--- src/rtl/act_lut_loader.sv ---
// Programmable activation lookup table: a config stream loads every entry, then
// input codes are looked up with valid/ready handshaking and one cycle of latency.
//
// state | meaning
// LOAD  | accepting table entries on the cfg stream; lookups blocked
// RUN   | table complete; lookups enabled, cfg stream ignored
module act_lut_loader #(
    parameter int DATA_IN_0_PRECISION_0  = 8,
    parameter int DATA_OUT_0_PRECISION_0 = 8
) (
    input  logic                              clk,
    input  logic                              rst,
    input  logic                              cfg_start,
    input  logic [DATA_OUT_0_PRECISION_0-1:0] cfg_data,
    input  logic                              cfg_valid,
    output logic                              cfg_ready,
    output logic                              cfg_loaded,
    input  logic [DATA_IN_0_PRECISION_0-1:0]  data_in_0,
    input  logic                              data_in_0_valid,
    output logic                              data_in_0_ready,
    output logic [DATA_OUT_0_PRECISION_0-1:0] data_out_0,
    output logic                              data_out_0_valid,
    input  logic                              data_out_0_ready
);

    localparam int IN_W  = DATA_IN_0_PRECISION_0;
    localparam int OUT_W = DATA_OUT_0_PRECISION_0;
    localparam int DEPTH = 1 << IN_W;

    localparam logic [0:0] ST_LOAD = 1'b0;
    localparam logic [0:0] ST_RUN  = 1'b1;

    logic [0:0]      state;
    logic [IN_W-1:0] addr;
    logic [OUT_W-1:0] lut [DEPTH];

    logic cfg_accept;
    logic lkp_accept;
    logic last_beat;

    assign cfg_ready  = (state == ST_LOAD) && !cfg_start;
    assign cfg_accept = cfg_valid && cfg_ready;
    assign last_beat  = (addr == {IN_W{1'b1}});
    assign cfg_loaded = (state == ST_RUN);

    // A restart request blocks new lookups in the same cycle it is seen.
    assign data_in_0_ready = (state == ST_RUN) && !cfg_start &&
                             (!data_out_0_valid || data_out_0_ready);
    assign lkp_accept = data_in_0_valid && data_in_0_ready;

    always_ff @(posedge clk or negedge rst) begin
        if (!rst) begin
            state <= ST_LOAD;
            addr  <= '0;
        end else if (cfg_start) begin
            state <= ST_LOAD;
            addr  <= '0;
        end else if (cfg_accept) begin
            addr <= addr + 1'b1;
            if (last_beat) begin
                state <= ST_RUN;
            end
        end
    end

    // Table storage is deliberately left unreset.
    always_ff @(posedge clk) begin
        if (cfg_accept) begin
            lut[addr] <= cfg_data;
        end
    end

    always_ff @(posedge clk or negedge rst) begin
        if (!rst) begin
            data_out_0       <= '0;
            data_out_0_valid <= 1'b0;
        end else if (lkp_accept) begin
            data_out_0       <= lut[data_in_0];
            data_out_0_valid <= 1'b1;
        end else if (data_out_0_valid && data_out_0_ready) begin
            data_out_0_valid <= 1'b0;
        end
    end

endmodule

--- config.mk ---
export PLATFORM = sky130hd
export DESIGN_NAME = act_lut_loader
export DESIGN_NICKNAME = d
export VERILOG_FILES = /design/src/rtl/act_lut_loader.sv
export SDC_FILE = /design/constraint.sdc
export NUM_CORES = 2
export LEC_CHECK = 0
export CORE_MARGIN = 5
export CORE_UTILIZATION = 43
export DETAILED_ROUTE_END_ITERATION = 12
export GPL_TIMING_DRIVEN = 0
export PLACE_DENSITY_LB_ADDON = 0.05
export SETUP_SLACK_MARGIN = 0.15
export SYNTH_ARGS = -nofsm -noshare
export SYNTH_HDL_FRONTEND = slang
export SYNTH_SLANG_ARGS = --single-unit
--- constraint.sdc ---
create_clock -name clk -period 2.8 [get_ports clk]
set_input_delay 0.28 -clock clk [delete_from_list [all_inputs] [get_ports clk]]
set_output_delay 0.28 -clock clk [all_outputs]
set_load 0.005 [all_outputs]
==> impl_metrics.tcl <==
set metrics [dict create \
    ys_ff_latch 2066 \
    max_stage_delay_ns 0.60 \
    hpwlAfterDp_um 198000 \
    cp_cell_sequence "dlygate4sd2_1 > buf_6 > buf_6 > nand2_4 > clkbuf_1 > o221ai_2 > o22ai_1 > o21ai_0 > a21oi_1 > o311ai_1" \
    vias 44900 \
    coreArea_um2 188000 \
    postPlaceCellArea_um2 85000 \
    synth_compound_area_share_pct 3.93 \
    crit_arrival_ns 3.55 \
    p_leak_nw 30.7 \
    violations "setup timing" \
    synthMuxAreaShare_pct 14.6 \
    place_ws_ns -3.00 \
    routabilityCongestion 0.937 \
    setup_ws_ns -0.00198 \
    maxSlewHeadroom_pct 8.03 \
    fin_util_pct 51.6 \
    fill_cells 15000 \
    hold_class "in2reg" \
    nets 4521 \
    start_util_pct 43.2 \
    period_minus_slack_ns 2.80 \
    hold_viol 0 \
    cts_tree "yes" \
    synth-simple-area-share_pct 2.81 \
    grt_max_degree 133 \
    cp_max_fo 10 \
    synth_area_um2 81000 \
    syn-num-nets 4097 \
    finalWirelength_um 299000 \
    drc 0 \
    synthArstFlopShare_pct 0.871 \
    syn_to_final_growth_pct 19.5 \
    rows 159 \
    num_io_pins 34 \
    seqCellArea_um2 61900 \
    cp-end-kind "flop" \
    io_buffers 29 \
    critPathLaunchType "input pin" \
    synth_top_family_by_area "multiplexers" \
    multi_input_area_um2 19900 \
    synth.distinct_cells 63 \
    cp_slowest_cell "o21ai_0" \
    fmax_mhz 357 \
    cts_buffer_depth 3 \
    antenna_found_initial 9 \
    die_h_um 444 \
    drv_cap 0 \
    fin_crit_sh_pct 100 \
    globalRouteTotalUtil_pct 30.0 \
    clk_pin_slew_worst_paths_ns 0.06 \
    post_synth_inst_count 4071 \
    synth-xor-area-share_pct 0.0648 \
    die_x_um 444 \
    synth-main-ff-cell "edfxtp_1" \
    wl_per_cell_um 41.8 \
    synth-seq-area-share_pct 76.4 \
    required_ns 3.54 \
    max_slew.worst_pin.slew_ns 1.38 \
    grt_pass1_wl_um 396000 \
    fp.dieArea_um2 197000 \
    numCtsBuffers 217 \
    clock_sinks 2066 \
    drt-initial-drc-count 6380 \
    rsz0062_at_grt "yes" \
    hold_slack_ns 0.00949 \
    criticalPathCategory "in2reg" \
    insertion_delay_ns 0.87 \
    fin_skew_ns 0.0474 \
    cts_root_buf "clkbuf_16" \
    maxSlewViolCount 0 \
    synth_warnings 0 \
    worst_path_most_repeated_cell "buf_6" \
    cts-htree-levels 4 \
    final_area_um2 96800 \
    synth-edff-count 2048 \
    setup-violations-final 1 \
    status "complete, but fails checks" \
    route.detailed.vias_per_inst 6.27 \
    drive_gt1_share_pct 30.0 \
    firstDrtPassIters 5 \
    first_global_vias 43500 \
    yosys.area_share.adder_pct 0.0618 \
    ant_nets 0 \
    fin_tns_setup_ns -0.00198 \
    syn_avg_cell_area_um2 19.9 \
    worst_ir_drop_vdd_uv 548 \
    overflow 0 \
    power.density_nw_per_um2 677 \
]
## metal layers
layer	share of wire (%)	vias to the layer above	GRT usage [%]
li1	-	17700	-
met1	41	24400	42.7
met2	45	2303	45.4
met3	9.0	474	6.50
met4	4.6	4	11.6
met5	0.0077	-	0
## state kept, by name, indices dropped and copies added (netlist names)
name              flops
lut                2048
addr                  8
cfg_loaded            1
data_out_0_valid      1
data_out_0            8
## what timing repair did
item | in CTS | in global routing
resized for setup | 776 | 98
hold buffers | 6 | 0
setup endpoints to repair | 2058 | 1638
gates cloned | 4 | 0
buffers inserted | 127 | 18
hold endpoints to repair | 375 | 0
pin swaps | 90 | 23
## final cells by class
cell class	instances	share of cell area [%]
clock inverters	93	0.726
multi-input cells	1743	20.6
well taps	2495	3.22
clock buffers	293	6.10
repair buffers	205	2.89
plain buffers	254	2.47
inverters	8	0.0310
diodes	3	0.00775
flip-flops and latches	2066	64.0
## cells in the mapped netlist, drive strengths merged (6+ instances only)
| cell | number | area share [%] |
|---|---|---|
| a2111oi | 17 | 0.19 |
| a211oi | 35 | 0.32 |
| a21oi | 58 | 0.36 |
| a221oi | 30 | 0.32 |
| a22oi | 8 | 0.074 |
| a311oi | 8 | 0.086 |
| a31oi | 8 | 0.062 |
| and2 | 19 | 0.15 |
| buf | 146 | 1.6 |
| clkbuf | 108 | 0.51 |
| dfrtp | 18 | 0.56 |
| edfxtp | 2048 | 76 |
| inv | 8 | 0.037 |
| mux2 | 43 | 0.60 |
| mux2i | 378 | 4.7 |
| mux4 | 329 | 9.3 |
| nand2 | 107 | 0.50 |
| nand3 | 37 | 0.23 |
| nand4 | 7 | 0.054 |
| nor2 | 292 | 1.4 |
| nor2b | 15 | 0.12 |
| nor3 | 28 | 0.17 |
| o2111a | 6 | 0.083 |
| o2111ai | 10 | 0.11 |
| o21ai | 53 | 0.33 |
| o221ai | 80 | 0.86 |
| o22ai | 112 | 0.86 |
## critical path: cells and delay by family
kind                   cells  cell delay (ns)
AO/OA/AOI/OAI              5             1.80
buffers and inverters      4             1.20
AND/OR/NAND/NOR            1             0.20
## report_power, final
group | internal (W) | switching, W | leakage [nW]
combinational | 0.00117 | 0.00286 | 8.81
sequential | 0.0340 | 0.00000783 | 18.7
clock | 0.0155 | 0.0120 | 3.22
## stage by stage
stage | std cells | power (W)
2_1_floorplan | 4071 | 0.0362
3_3_place_gp | 6595 | 0.0387
3_5_place_dp | 6616 | 0.0384
4_1_cts | 7139 | 0.0656
5_1_grt | 7157 | 0.0670
6_report | 7160 | 0.0655
## cell families (layout without fill, tap and decap cells)
group                      after synthesis  after routing
AOI/OAI and AO/OA                      450            450
xor gates and xnor gates                 6              6
adders and majority gates                4              4
buffers and inverters                  262            853
DFF                                   2066           2066
muxes                                  750            750
other                                    0              3
and+or+nand+nor                        533            533
## layout by cell type (no fill, tap or decap), drive strengths merged, types with 5 or more instances in the layout
master / n
o2111ai: 10
edfxtp: 2048
a211oi: 35
a221oi: 30
clkdlybuf4s50: 18
nand4: 7
a21oi: 58
a311oi: 8
nor3: 28
bufinv: 9
mux4: 329
clkbuf: 400
o221ai: 80
o22ai: 112
xor2: 5
inv: 15
nor2b: 15
mux2: 43
buf: 322
o2111a: 6
clkinv: 74
a2111oi: 17
a22oi: 8
a31oi: 8
nor2: 292
dlygate4sd3: 6
o21ai: 53
and2: 19
nand3b: 5
nand2: 107
mux2i: 378
nand3: 37
dfrtp: 18
## final timing paths
check | slack, ns | end | depth (start not counted) | startpoint
max | -0.002 | data_out_0[2] | 10 | data_in_0[2]
min | 0.009 | lut[41][0] | 1 | cfg_data[0]
max reg2reg | 0.09 | lut[249][3] | 6 | cfg_loaded
min reg2reg | 0.67 | data_out_0[2] | 2 | data_out_0[2]
max in group asynchronous | 1.83 | data_out_0[2] | 1 | rst
min in group asynchronous | 0.12 | cfg_loaded | 1 | rst
No activity file was read; power rests on OpenSTA's default activity.
